<file path="src/rtl/instr_enc_if.sv">
// instr_enc_if: request and output-word handshake bundle for instr_encoder
// Ports: master drives requests and accepts words, slave is the encoder side.
// Fields: in_valid/in_ready/in_class/in_rs/in_rt/in_rd/in_funct/in_imm, out_valid/out_ready/out_instr/out_addr.
interface instr_enc_if #(
  parameter int ADDR_W = 10
);
  logic              in_valid;
  logic              in_ready;
  logic [2:0]        in_class;
  logic [4:0]        in_rs;
  logic [4:0]        in_rt;
  logic [4:0]        in_rd;
  logic [5:0]        in_funct;
  logic [25:0]       in_imm;
  logic              out_valid;
  logic              out_ready;
  logic [31:0]       out_instr;
  logic [ADDR_W-1:0] out_addr;
  modport master (
    output in_valid, in_class, in_rs, in_rt, in_rd, in_funct, in_imm, out_ready,
    input  in_ready, out_valid, out_instr, out_addr
  );
  modport slave (
    input  in_valid, in_class, in_rs, in_rt, in_rd, in_funct, in_imm, out_ready,
    output in_ready, out_valid, out_instr, out_addr
  );
endinterface

</file>
<file path="src/rtl/instr_encoder.sv">
// instr_encoder: encodes MIPS instruction requests into 32-bit words and queues them with word addresses
// Ports: clk, rst (sync active-high), clear (sync flush), bus (instr_enc_if.slave),
//        err (sticky illegal-class flag), level (FIFO occupancy).
// Macro INSTR_ENC_CHECK_EN enables the sticky err flag; without it err is tied to 0.
module instr_encoder #(
  parameter int DEPTH  = 4,
  parameter int ADDR_W = 10
) (
  input  logic                     clk,
  input  logic                     rst,
  input  logic                     clear,
  instr_enc_if.slave               bus,
  output logic                     err,
  output logic [$clog2(DEPTH):0]   level
);
  localparam int AW = $clog2(DEPTH);
  logic [31:0]       mem [DEPTH];
  logic [AW-1:0]     wp, rp;
  logic [AW:0]       cnt;
  logic [ADDR_W-1:0] addr;
  logic [31:0]       word;
  logic              full, push, pop;
  assign full          = cnt == (AW+1)'(DEPTH);
  assign bus.in_ready  = !full && !clear;
  assign bus.out_valid = cnt != '0;
  assign bus.out_instr = mem[rp];
  assign bus.out_addr  = addr;
  assign level         = cnt;
  assign push          = bus.in_valid && bus.in_ready;
  assign pop           = bus.out_valid && bus.out_ready && !clear;
  always_comb begin
    word = 32'h0;
    case (bus.in_class)
      3'd0: word = {6'h00, bus.in_rs, bus.in_rt, bus.in_rd, 5'b0, bus.in_funct};
      3'd1: word = {6'h08, bus.in_rs, bus.in_rt, bus.in_imm[15:0]};
      3'd2: word = {6'h04, bus.in_rs, bus.in_rt, bus.in_imm[15:0]};
      3'd3: word = {6'h02, bus.in_imm};
      3'd4: word = {6'h23, bus.in_rs, bus.in_rt, bus.in_imm[15:0]};
      3'd5: word = {6'h2B, bus.in_rs, bus.in_rt, bus.in_imm[15:0]};
      default: word = 32'h0;
    endcase
  end
  always_ff @(posedge clk)
    if (push) mem[wp] <= word;
  always_ff @(posedge clk) begin
    if (rst || clear) begin
      wp   <= '0;
      rp   <= '0;
      cnt  <= '0;
      addr <= '0;
    end else begin
      wp   <= push ? wp + 1'b1 : wp;
      rp   <= pop ? rp + 1'b1 : rp;
      cnt  <= cnt + (AW+1)'(push) - (AW+1)'(pop);
      addr <= pop ? addr + 1'b1 : addr;
    end
  end
`ifdef INSTR_ENC_CHECK_EN
  always_ff @(posedge clk) begin
    if (rst || clear) err <= 1'b0;
    else if (push && bus.in_class > 3'd5) err <= 1'b1;
  end
`else
  assign err = 1'b0;
`endif
endmodule

</file>
<file path="src/flat_wrapper.sv">
// flat-port wrapper written by rule: the top's interface ports become plain ports
module instr_encoder_flat 
#(
  parameter int DEPTH  = 4,
  parameter int ADDR_W = 10
)
  (clk, rst, clear, err, level, bus_in_valid, bus_in_class, bus_in_rs, bus_in_rt, bus_in_rd, bus_in_funct, bus_in_imm, bus_out_ready, bus_in_ready, bus_out_valid, bus_out_instr, bus_out_addr);
  instr_enc_if #(.ADDR_W(ADDR_W)) bus_i ();
  input  logic clk;
  input  logic rst;
  input  logic clear;
  output logic err;
  output logic [$clog2(DEPTH):0] level;
  input wire logic [$bits(bus_i.in_valid)-1:0] bus_in_valid;
  input wire logic [$bits(bus_i.in_class)-1:0] bus_in_class;
  input wire logic [$bits(bus_i.in_rs)-1:0] bus_in_rs;
  input wire logic [$bits(bus_i.in_rt)-1:0] bus_in_rt;
  input wire logic [$bits(bus_i.in_rd)-1:0] bus_in_rd;
  input wire logic [$bits(bus_i.in_funct)-1:0] bus_in_funct;
  input wire logic [$bits(bus_i.in_imm)-1:0] bus_in_imm;
  input wire logic [$bits(bus_i.out_ready)-1:0] bus_out_ready;
  output wire logic [$bits(bus_i.in_ready)-1:0] bus_in_ready;
  output wire logic [$bits(bus_i.out_valid)-1:0] bus_out_valid;
  output wire logic [$bits(bus_i.out_instr)-1:0] bus_out_instr;
  output wire logic [$bits(bus_i.out_addr)-1:0] bus_out_addr;
  assign bus_i.in_valid = bus_in_valid;
  assign bus_i.in_class = bus_in_class;
  assign bus_i.in_rs = bus_in_rs;
  assign bus_i.in_rt = bus_in_rt;
  assign bus_i.in_rd = bus_in_rd;
  assign bus_i.in_funct = bus_in_funct;
  assign bus_i.in_imm = bus_in_imm;
  assign bus_i.out_ready = bus_out_ready;
  assign bus_in_ready = bus_i.in_ready;
  assign bus_out_valid = bus_i.out_valid;
  assign bus_out_instr = bus_i.out_instr;
  assign bus_out_addr = bus_i.out_addr;
  instr_encoder #(.DEPTH(DEPTH), .ADDR_W(ADDR_W)) u_core (.clk(clk), .rst(rst), .clear(clear), .bus(bus_i), .err(err), .level(level));
endmodule
</file>
<file path="config.mk">
export PLATFORM = sky130hd
export DESIGN_NAME = instr_encoder_flat
export DESIGN_NICKNAME = d
export VERILOG_FILES = /design/src/rtl/instr_enc_if.sv /design/src/rtl/instr_encoder.sv /design/src/flat_wrapper.sv
export SDC_FILE = /design/constraint.sdc
export NUM_CORES = 1
export LEC_CHECK = 0
export ABC_AREA = 1
export CORE_MARGIN = 2
export CORE_UTILIZATION = 47
export CTS_CLUSTER_SIZE = 25
export DETAILED_ROUTE_END_ITERATION = 10
export PLACE_DENSITY_LB_ADDON = 0.12
export SLEW_MARGIN = 20
export SYNTH_ARGS = -nofsm -noshare
export SYNTH_HDL_FRONTEND = slang
export SYNTH_SLANG_ARGS = --single-unit
</file>
<file path="constraint.sdc">
create_clock -name clk -period 2.25 [get_ports clk]
set_input_delay 0.45 -clock clk [delete_from_list [all_inputs] [get_ports clk]]
set_output_delay 0.45 -clock clk [all_outputs]
set_load 0.005 [all_outputs]
</file>
==> run metrics <==
minimum clock period=2.17 ns; clock skew=0.00715 ns; TritonCTS clock tree=yes; routed wire length=13500 um; Yosys top cell area share=61.7%; ANT cells=0; async set-reset flop share out of synthesis=0%; Post-DRT Antenna Nets=0; Sw Share=18.9%; fin cells=836; Seq/Total Area, Yosys=68.2%; count of cell types in the netlist=25; Initial Util=slightly below 50%; setup ws final=0.0838 ns; Syn Inst Count=roughly 530; Seq cells post-synth=139; pins over their slew limit=0; DR DRC count=0; CP max FO=17; Final Cell Area=between 0.008 and 0.009 mm2; Final period util=96.3%; CP Class=register to output pin; Setup-failing EPs final=0; Leak=3.04 nW; crit start category=register; Worst EP required=1.80 ns; top cells by count, synth=120 x edfxtp_1, 87 x nor2_1, 55 x nand2_1, 47 x o21ai_0; top_reg_cell synth=edfxtp_1; I/O pin count=103; count leader, synth=edfxtp_1; core area=0.0121 mm2; post-synthesis cell area=0.00584 mm2; Die X=115 um; Vias=4305; Worst Path Arrival=1.72 ns; Clock transition at path regs=0.05 ns; CTS Buf Count=17; dpl cells=795; clk_lat worst skew=about 0.42 ns; Pwr Total=6.47 mW; first-pass GRT wire length=21000 um; Longest Clk Path Bufs=2; H-tree depth=4; Comb power frac=under 10%; DIE AREA=about 0.013 mm2; outcome=completed; Worst slew margin=65.7%; Max Cap Viol=0; final net count=between 700 and 800; synthesized area per cell=roughly 11 um2; pwr/cell area=797 mW/mm2; initial antenna violation count=0; hold slack=between 0.4 and 0.5 ns; Area after DPL=between 0.007 and 0.008 mm2; CTS Root Buffer Type=clkbuf_16; vias per std cell=around 5.1; number of synthesized flops with an enable pin=120; Rows=40; cell taking the most area after synthesis=edfxtp_1; Iter 0 DRT Violations=~340; GRT overflow=0; Worst R2R Path Depth=10; Internal Power=5.24 mW; top cells by area, synth=edfxtp_1 62%, dfxtp_1 6.5%, nor2_1 5.6%; share of layout cells above drive strength 1=around an eighth; hold depth=2; hpwl dp=8480 um; pre-CTS setup slack=-0.267 ns; GPL Wtd Cong=~0.79; Port Buf Inserts=100; clock power share=approximately half; total iterations of the first detailed-routing run=5; worst hold path class=register to register; CTS sink count=roughly 140; NetSw=1.22 mW; Slew @ Worst Pin=0.509 ns; area growth from synthesis to layout=38.9%; reg2reg setup slack=0.22 ns; final hold vios=0; Die Y=115 um; RSZ-0062 raised after global routing=no; Routed wire per std cell=16.2 um; Setup crit end kind=output pin; Total GRT Usage=21.4%; vias in the first global route=4146; Highest Clock Rate=0.462 GHz; Max VDD drop=0.000874 V; Sequential Power Share=44.5%; synth warn=0; largest net degree at the start of global routing=22
path summary, 6_finish.rpt:
kind | start | endpoint
max | register | bus_out_instr[27]
min | u_core.rp[1] | register
max reg2reg | u_core.level[1] | u_core.level[2]
min reg2reg | u_core.rp[1] | register
critical path: stages (launching register included):
cell and delay [ns]:
dfxtp_4 0.37, buf_4 0.14, buf_12 0.12, buf_16 0.14, o21ai_0 0.16, o22ai_1 0.09
dlygate4sd2_1 0.26
final cells by class:
class,instances,area (um2)
Tap cell,168,210
Fill cell,896,3950
Timing Repair Buffer,138,1480
Clock inverter,14,249
Multi-Input combinational cell,313,1570
Inverter,46,180
Sequential cell,139,3990
Clock buffer,18,429
flip-flops by register name (all words and copies together), names as in the netlist, named ones only:
register / count
u_core.mem: 120
u_core.bus.out_addr: 10
u_core.level: 3
u_core.wp: 2
u_core.rp: 2
routing by layer:
layer | part of all wire [%] | wire (um) | track usage, %
met2 | 50 | 6750 | 35.2
met4 | 1.6 | 218 | 8.03
met1 | 43 | 5800 | 27.5
met5 | 0 | 0 | 0
met3 | 5.7 | 778 | 5.70
layout by cell type, fill, tap and decap left out, types with 3 or more instances in the layout:
| master | instances |
|---|---|
| nand3_1 | 18 |
| bufinv_16 | 7 |
| clkdlybuf4s50_1 | 69 |
| nor2_2 | 3 |
| ha_1 | 7 |
| buf_12 | 9 |
| clkinv_2 | 3 |
| nor2_4 | 4 |
| nor2_1 | 83 |
| o21ai_1 | 42 |
| inv_1 | 40 |
| nand4_1 | 3 |
| o22ai_1 | 28 |
| a21oi_1 | 12 |
| edfxtp_1 | 120 |
| dfxtp_1 | 17 |
| inv_2 | 5 |
| nand2_1 | 55 |
| o21ai_0 | 46 |
| dlygate4sd2_1 | 30 |
| clkbuf_16 | 17 |
| bufbuf_16 | 3 |
| buf_4 | 21 |
power by group through the flow:
stage | Sequential, mW | Clock (mW) | Combinational [mW]
after floorplan | 2.93 | 0 | 0.171
after global placement | 2.93 | 0 | 0.414
after detailed placement | 2.93 | 0 | 0.424
after CTS | 2.88 | 3.22 | 0.412
after global routing | 2.88 | 3.33 | 0.452
final | 2.88 | 3.18 | 0.411
kinds of logic after synthesis:
kind of cell,Yosys count,synth area share (%)
xor+xnor,2,0.300
buf+inv,77,5.68
simple gates,170,11.8
compound gates,131,12.1
fa+ha+maj,8,1.84
other cells,1,0.0642
flops,139,68.2
what timing repair did:
item | in CTS | in global routing
gates cloned | 4 | 0
gates resized for setup | 50 | 3
hold buffers | 0 | 0
pin swaps | 2 | 2
buffers inserted | 2 | 3
hold endpoints to repair | 0 | 0
endpoints found under the setup margin | 31 | 4
through the flow:
step,util (%),setup TNS (ns)
floorplan,-,-19.56
global placement,59.9,-0.220
detailed placement,59.9,-0.319
CTS,67.0,-0.126
global route,67.2,0
finish,67.2,0
No activity file was read; power rests on OpenSTA's default activity.
